File: src/rtl/alu_pkg.sv
// Shared types and encodings for the ID->EX decode stage.
package alu_pkg;

    // ALU operation codes as seen by the EX-stage ALU
    typedef enum logic [3:0] {
        ALU_ADD  = 4'h0,
        ALU_SUB  = 4'h1,
        ALU_AND  = 4'h2,
        ALU_OR   = 4'h3,
        ALU_XOR  = 4'h4,
        ALU_SLL  = 4'h5,
        ALU_SRL  = 4'h6,
        ALU_SRA  = 4'h7,
        ALU_SLT  = 4'h8,
        ALU_LUI  = 4'h9,
        ALU_SLTU = 4'hA
    } alu_op_t;

    // Immediate formats produced by imm_gen
    typedef enum logic [2:0] {
        IMM_NONE,
        IMM_I,
        IMM_S,
        IMM_B,
        IMM_U,      // {instr[31:12], 12'b0}
        IMM_LUI,    // {12'b0, instr[31:12]}, ALU applies the <<12
        IMM_J,
        IMM_SHAMT
    } imm_type_t;

    // Decoded control held in the pipeline register
    typedef struct packed {
        alu_op_t op;
        logic    op1_sel;
        logic    op2_sel;
        logic    illegal;
    } ctrl_t;

    localparam logic [6:0] OPC_OP     = 7'b0110011;
    localparam logic [6:0] OPC_OP_IMM = 7'b0010011;
    localparam logic [6:0] OPC_LOAD   = 7'b0000011;
    localparam logic [6:0] OPC_STORE  = 7'b0100011;
    localparam logic [6:0] OPC_BRANCH = 7'b1100011;
    localparam logic [6:0] OPC_LUI    = 7'b0110111;
    localparam logic [6:0] OPC_AUIPC  = 7'b0010111;
    localparam logic [6:0] OPC_JAL    = 7'b1101111;
    localparam logic [6:0] OPC_JALR   = 7'b1100111;

    localparam logic [6:0] F7_BASE = 7'b0000000;
    localparam logic [6:0] F7_ALT  = 7'b0100000;

    // Base funct3 -> ALU op mapping shared by OP and OP-IMM
    function automatic alu_op_t f3_op(input logic [2:0] f3);
        case (f3)
            3'b000:  return ALU_ADD;
            3'b001:  return ALU_SLL;
            3'b010:  return ALU_SLT;
            3'b011:  return ALU_SLTU;
            3'b100:  return ALU_XOR;
            3'b101:  return ALU_SRL;
            3'b110:  return ALU_OR;
            default: return ALU_AND;
        endcase
    endfunction

endpackage

File: src/rtl/imm_gen.sv
// Combinational immediate extraction for all RV32I immediate formats.
module imm_gen
    import alu_pkg::*;
#(
    parameter int unsigned DATA_WIDTH = 32
) (
    input  logic [31:7]           instr,
    input  imm_type_t             imm_type,
    output logic [DATA_WIDTH-1:0] imm
);

    logic [31:0] raw;

    // Build the 32-bit immediate for the selected format
    always_comb begin
        raw = '0;
        case (imm_type)
            IMM_I:     raw = {{20{instr[31]}}, instr[31:20]};
            IMM_S:     raw = {{20{instr[31]}}, instr[31:25], instr[11:7]};
            IMM_B:     raw = {{19{instr[31]}}, instr[31], instr[7], instr[30:25], instr[11:8], 1'b0};
            IMM_U:     raw = {instr[31:12], 12'b0};
            IMM_LUI:   raw = {12'b0, instr[31:12]};
            IMM_J:     raw = {{11{instr[31]}}, instr[31], instr[19:12], instr[20], instr[30:21], 1'b0};
            IMM_SHAMT: raw = {27'b0, instr[24:20]};
            default:   raw = '0;
        endcase
    end

    assign imm = DATA_WIDTH'($signed(raw));

endmodule

File: src/rtl/alu_decode_stage.sv
// Registered ID->EX decode stage: decodes RV32I into ALU control, holds it in a
// valid/ready pipeline register and counts accepted illegal instructions.
module alu_decode_stage
    import alu_pkg::*;
#(
    parameter int unsigned DATA_WIDTH = 32,
    parameter bit          SLTU_EN    = 1'b0,
    parameter int unsigned ILL_CNT_W  = 8
) (
    input  logic                  clk,
    input  logic                  rst,
    input  logic                  in_valid,
    output logic                  in_ready,
    input  logic [31:0]           instr,
    input  logic                  flush,
    output logic                  out_valid,
    input  logic                  out_ready,
    output logic [3:0]            ALUctrl,
    output logic                  op1_sel,
    output logic                  op2_sel,
    output logic [DATA_WIDTH-1:0] imm_out,
    output logic                  illegal,
    output logic [ILL_CNT_W-1:0]  ill_count
);

    logic [6:0] opcode;
    logic [2:0] f3;
    logic [6:0] f7;

    ctrl_t                 dec;
    imm_type_t             dec_imm_type;
    logic [DATA_WIDTH-1:0] dec_imm;

    ctrl_t                 ctrl_q;
    logic [DATA_WIDTH-1:0] imm_q;
    logic                  valid_q;
    logic [ILL_CNT_W-1:0]  cnt_q;
    logic                  accept;

    assign opcode = instr[6:0];
    assign f3     = instr[14:12];
    assign f7     = instr[31:25];

    // Decode opcode/funct3/funct7 into ALU control and immediate format
    always_comb begin
        dec.op       = ALU_ADD;
        dec.op1_sel  = 1'b0;
        dec.op2_sel  = 1'b0;
        dec.illegal  = 1'b0;
        dec_imm_type = IMM_NONE;
        case (opcode)
            OPC_OP: begin
                dec.op = f3_op(f3);
                case (f3)
                    3'b000: begin
                        if (f7 == F7_ALT)       dec.op = ALU_SUB;
                        else if (f7 != F7_BASE) dec.illegal = 1'b1;
                    end
                    3'b101: begin
                        if (f7 == F7_ALT)       dec.op = ALU_SRA;
                        else if (f7 != F7_BASE) dec.illegal = 1'b1;
                    end
                    default: begin
                        if (f7 != F7_BASE) dec.illegal = 1'b1;
                    end
                endcase
                if (f3 == 3'b011 && !SLTU_EN) dec.illegal = 1'b1;
            end
            OPC_OP_IMM: begin
                dec.op       = f3_op(f3);
                dec.op2_sel  = 1'b1;
                dec_imm_type = IMM_I;
                case (f3)
                    3'b001: begin
                        dec_imm_type = IMM_SHAMT;
                        if (f7 != F7_BASE) dec.illegal = 1'b1;
                    end
                    3'b101: begin
                        dec_imm_type = IMM_SHAMT;
                        if (f7 == F7_ALT)       dec.op = ALU_SRA;
                        else if (f7 != F7_BASE) dec.illegal = 1'b1;
                    end
                    default: ;
                endcase
                if (f3 == 3'b011 && !SLTU_EN) dec.illegal = 1'b1;
            end
            OPC_LOAD: begin
                dec.op2_sel  = 1'b1;
                dec_imm_type = IMM_I;
            end
            OPC_STORE: begin
                dec.op2_sel  = 1'b1;
                dec_imm_type = IMM_S;
            end
            OPC_BRANCH: begin
                dec.op       = ALU_SUB;
                dec_imm_type = IMM_B;
            end
            OPC_LUI: begin
                dec.op       = ALU_LUI;
                dec.op2_sel  = 1'b1;
                dec_imm_type = IMM_LUI;
            end
            OPC_AUIPC: begin
                dec.op1_sel  = 1'b1;
                dec.op2_sel  = 1'b1;
                dec_imm_type = IMM_U;
            end
            OPC_JAL: begin
                dec.op1_sel  = 1'b1;
                dec.op2_sel  = 1'b1;
                dec_imm_type = IMM_J;
            end
            OPC_JALR: begin
                dec.op2_sel  = 1'b1;
                dec_imm_type = IMM_I;
            end
            default: dec.illegal = 1'b1;
        endcase
        // Illegal instructions carry a clean all-zero payload to EX
        if (dec.illegal) begin
            dec.op       = ALU_ADD;
            dec.op1_sel  = 1'b0;
            dec.op2_sel  = 1'b0;
            dec_imm_type = IMM_NONE;
        end
    end

    imm_gen #(
        .DATA_WIDTH (DATA_WIDTH)
    ) u_imm_gen (
        .instr    (instr[31:7]),
        .imm_type (dec_imm_type),
        .imm      (dec_imm)
    );

    assign in_ready = !valid_q || out_ready;
    assign accept   = in_valid && in_ready && !flush;

    // Pipeline register with valid/ready handshake; flush wins over accept and stall
    always_ff @(posedge clk) begin
        if (rst) begin
            valid_q <= 1'b0;
            ctrl_q  <= '0;
            imm_q   <= '0;
            cnt_q   <= '0;
        end else if (flush) begin
            valid_q <= 1'b0;
        end else if (accept) begin
            valid_q <= 1'b1;
            ctrl_q  <= dec;
            imm_q   <= dec_imm;
            if (dec.illegal && cnt_q != '1) cnt_q <= cnt_q + ILL_CNT_W'(1);
        end else if (out_ready) begin
            valid_q <= 1'b0;
        end
    end

    assign out_valid = valid_q;
    assign ALUctrl   = ctrl_q.op;
    assign op1_sel   = ctrl_q.op1_sel;
    assign op2_sel   = ctrl_q.op2_sel;
    assign illegal   = ctrl_q.illegal;
    assign imm_out   = imm_q;
    assign ill_count = cnt_q;

endmodule

File: config.mk
export PLATFORM = sky130hd
export DESIGN_NAME = alu_decode_stage
export DESIGN_NICKNAME = d
export VERILOG_FILES = /design/src/rtl/alu_pkg.sv /design/src/rtl/imm_gen.sv /design/src/rtl/alu_decode_stage.sv
export SDC_FILE = /design/constraint.sdc
export NUM_CORES = 1
export LEC_CHECK = 0
export ABC_AREA = 1
export CAP_MARGIN = 20
export CORE_AREA = 2 2 95 97
export CTS_CLUSTER_SIZE = 24
export DETAILED_ROUTE_END_ITERATION = 16
export DIE_AREA = 0 0 97 99
export PLACE_DENSITY_LB_ADDON = 0.08
export SLEW_MARGIN = 20
export SYNTH_ARGS = -nofsm -noshare
export SYNTH_HDL_FRONTEND = slang
export SYNTH_HIERARCHICAL = 1
export SYNTH_SLANG_ARGS = --single-unit
File: constraint.sdc
create_clock -name clk -period 6.5 [get_ports clk]
set_input_delay 1.95 -clock clk [delete_from_list [all_inputs] [get_ports clk]]
set_output_delay 1.95 -clock clk [all_outputs]
set_load 0.01 [all_outputs]
==> out/qor.csv <==
stage,metric,value,unit
worst_hold_path,hp-class,reg -> reg,
route,vias,3204,
run,drv_cap,0,
yosys,syn_area_per_cell,6.230,um^2
setup_path,cp.required,4.55,ns
finish,final_area,0.003985,mm^2
pwr,leakagePower,1.827,nW
timing,slew_viol_final,0,
clock_network,cts.sinks,48,
clock_network,clock_path_buffers,2,
global_routing,grt_overflow,0,
placed_design,dp_hpwl,6.404,mm
clock_network,cts_tree,built,
global_routing,globalRouteMet3Util,0.03688,
global_routing,grt_pass1_vias,3045,
timing,hold_viol,0,
yosys,syn_inst,474,
route,drt-initial-drc-count,177,
clock_network,clock_latency,0.31,ns
setup_path,crit_type,in -> out,
die,die_w,97,um
setup_path,crit_chain,clkdlybuf4s50_1 -> nor2_1 -> inv_1 -> clkdlybuf4s50_1,
finish,area_delta_synth_final,34.96,%
global_routing,grt_pass1_wl,14.77,mm
global_routing,grtUsageTotal,0.1871,
timing,rsz0062_at_grt,false,
die,start_util,0.3453,
finish,fin_util,0.4661,
route,via_per_inst,4.877,
placed_design,placed_cell_area,0.003889,mm^2
setup_path,crit_fanout,2,
clock_network,clk_pin_slew,0.09,ns
outcome,run_status,"finished, final reports clean",
die,die_h,99,um
yosys,yosysTopAreaCell,dfxtp_1,
global_routing,grt.busiest_layer,met2,
yosys,ys_top_cells_by_area,"dfxtp_1 (33%), nand2_1 (16%), nor2_1 (11%), o21ai_0 (7.1%), inv_1 (4.8%)",
clock_network,cts_resized,0,
clock_network,htreeDepth,2,
global_routing,grt_antenna_before_repair,0,
timing,fin_crit_sh,0.7852,
clock_network,cts_root_buffer,clkbuf_8,
setup_path,crit_path_frequent_cell,clkdlybuf4s50_1,
finish,num_antenna_cells,0,
timing,maxSlewHeadroom,0.4414,
setup_path,cp_slowest_cell,clkdlybuf4s50_1,
timing,max_freq,0.1959,GHz
setup_path,max_stage_delay,0.49,ns
pwr,power.density,157.8,mW/mm^2
yosys,yosysTopAreaCellShare,0.3254,
finish,finalNetCount,586,
timing,tns,0,ns
pwr,max-vdd-ir-drop,0.08177,mV
die,dieArea,0.009603,mm^2
timing,setup_viol,0,
placed_design,place_congestion,0.8656,
die,io_pins,86,
yosys,syn_nets,512,
finish,fillers,919,
timing,skew,0.004075,ns
finish,layout-drive-gt1-share,0.06740,
global_routing,grt_max_degree,41,
yosys,ys_warn_count,6,
timing,tightest_slew,0.8369,ns
placed_design,place_ws,1.389,ns
clock_network,cts_hold_buf,0,
route,drt_wl_total,8.775,mm
die,core_area,0.008551,mm^2
die,rows,34,
yosys,ys_types,36,
global_routing,grtUsageMet1,0.2448,
route,drcViolationCount,0,
placed_design,io_buffers,85,
route,ant_nets,0,
timing,setup_slack,1.396,ns
yosys,ys_seq_elements,48,
clock_network,cts_made_buffers,5,
setup_path,endpoint_kind,output pin,
yosys,netlist_area,0.002953,mm^2
timing,fin_crit,5.104,ns
global_routing,grtUsageMet2,0.3232,
setup_path,cp.arrival,3.15,ns
route,routedWlPerCell,13.36,um
yosys,ys_seq_area_frac,0.3254,
setup_path,start_kind,input port,
route,dr.pass1.iters,5,
clock_network,postCtsSetupRepairBufs,0,
[cell usage after synthesis (all sizes together)]
cell / n
inv: 43
o31ai: 1
nor2: 91
o211ai: 6
a31oi: 1
clkinv: 2
xnor2: 1
dfxtp: 48
a211oi: 1
a41oi: 1
nand4: 23
clkbuf: 12
nand3b: 1
nand3: 28
o21ai: 44
ha: 1
nand2: 132
nor3b: 1
a21oi: 15
buf: 11
nor3: 6
xor2: 5
[critical path, delay by kind of cell]
family                 cells  cell delay, ns
and+or+nand+nor            1            0.23
buffers and inverters      3            0.97
[through the flow]
step	cells	hold slack, ns	total power, mW
after floorplan	474	0.4900	0.3692
after global placement	649	0.4549	0.4392
after detailed placement	649	0.4604	0.4399
after CTS	657	0.4774	0.6370
after global routing	657	0.5026	0.6626
final	657	0.4739	0.6287
[power breakdown]
part           total, mW  switching, mW  internal (mW)  leakage (nW)
logic              0.117         0.0608         0.0565          1.38
registers          0.315        0.00722          0.308         0.393
clock network      0.196          0.109         0.0873        0.0516
total              0.629          0.177          0.451          1.83
[flip-flops by register name, summed over array words and instances (netlist names)]
register   cells
imm_out       32
op1_sel        1
out_valid      1
ALUctrl        4
op2_sel        1
illegal        1
ill_count      8
[worst paths after layout]
kind	start	to	slack [ns]	cells past startpoint
worst max-delay path	out_ready	in_ready	1.40	4
worst min-delay path	ALUctrl[1]$_SDFFE_PP0P_	ALUctrl[1]$_SDFFE_PP0P_	0.47	2
worst max register to register	out_valid$_SDFFE_PP0P_	ALUctrl[2]$_SDFFE_PP0P_	4.76	9
worst min register to register	ALUctrl[1]$_SDFFE_PP0P_	ALUctrl[1]$_SDFFE_PP0P_	0.47	2
[kinds of logic after synthesis]
family / synth area share
flip-flops: 0.3254
AO/OA/AOI/OAI: 0.1292
AND/OR/NAND/NOR: 0.4314
XOR/XNOR: 0.01780
buffers and inverters: 0.09195
adder cells (fa/ha/maj): 0.004237
[metal layers]
metal  part of all wire  wire length (um)
met1               0.47              4115
met2               0.47              4126
met3              0.053               461
met4             0.0082                72
met5                  0                 0
[placed cells by master, fill, tap and decap left out, drive strengths merged]
master         instances
nand2                132
nor2                  91
clkdlybuf4s50         85
dfxtp                 48
o21ai                 44
inv                   44
nand3                 28
nand4                 23
a21oi                 15
clkbuf                 6
o211ai                 6
nor3                   6
xor2                   5
buf                    5
clkinv                 3
a31oi                  1
a41oi                  1
nor3b                  1
nand3b                 1
o31ai                  1
a211oi                 1
xnor2                  1
ha                     1
[final cells by class]
| type | count | area [um^2] | share of cell area |
|---|---|---|---|
| Tap cell | 108 | 135.1 | 0.03391 |
| Sequential cell | 48 | 960.9 | 0.2411 |
| Clock buffer | 6 | 82.58 | 0.02072 |
| Timing Repair Buffer | 90 | 888.4 | 0.2229 |
| Clock inverter | 2 | 13.76 | 0.003454 |
| Multi-Input combinational cell | 358 | 1734 | 0.4352 |
| Inverter | 45 | 170.2 | 0.04270 |
No activity file was read; power rests on OpenSTA's default activity.
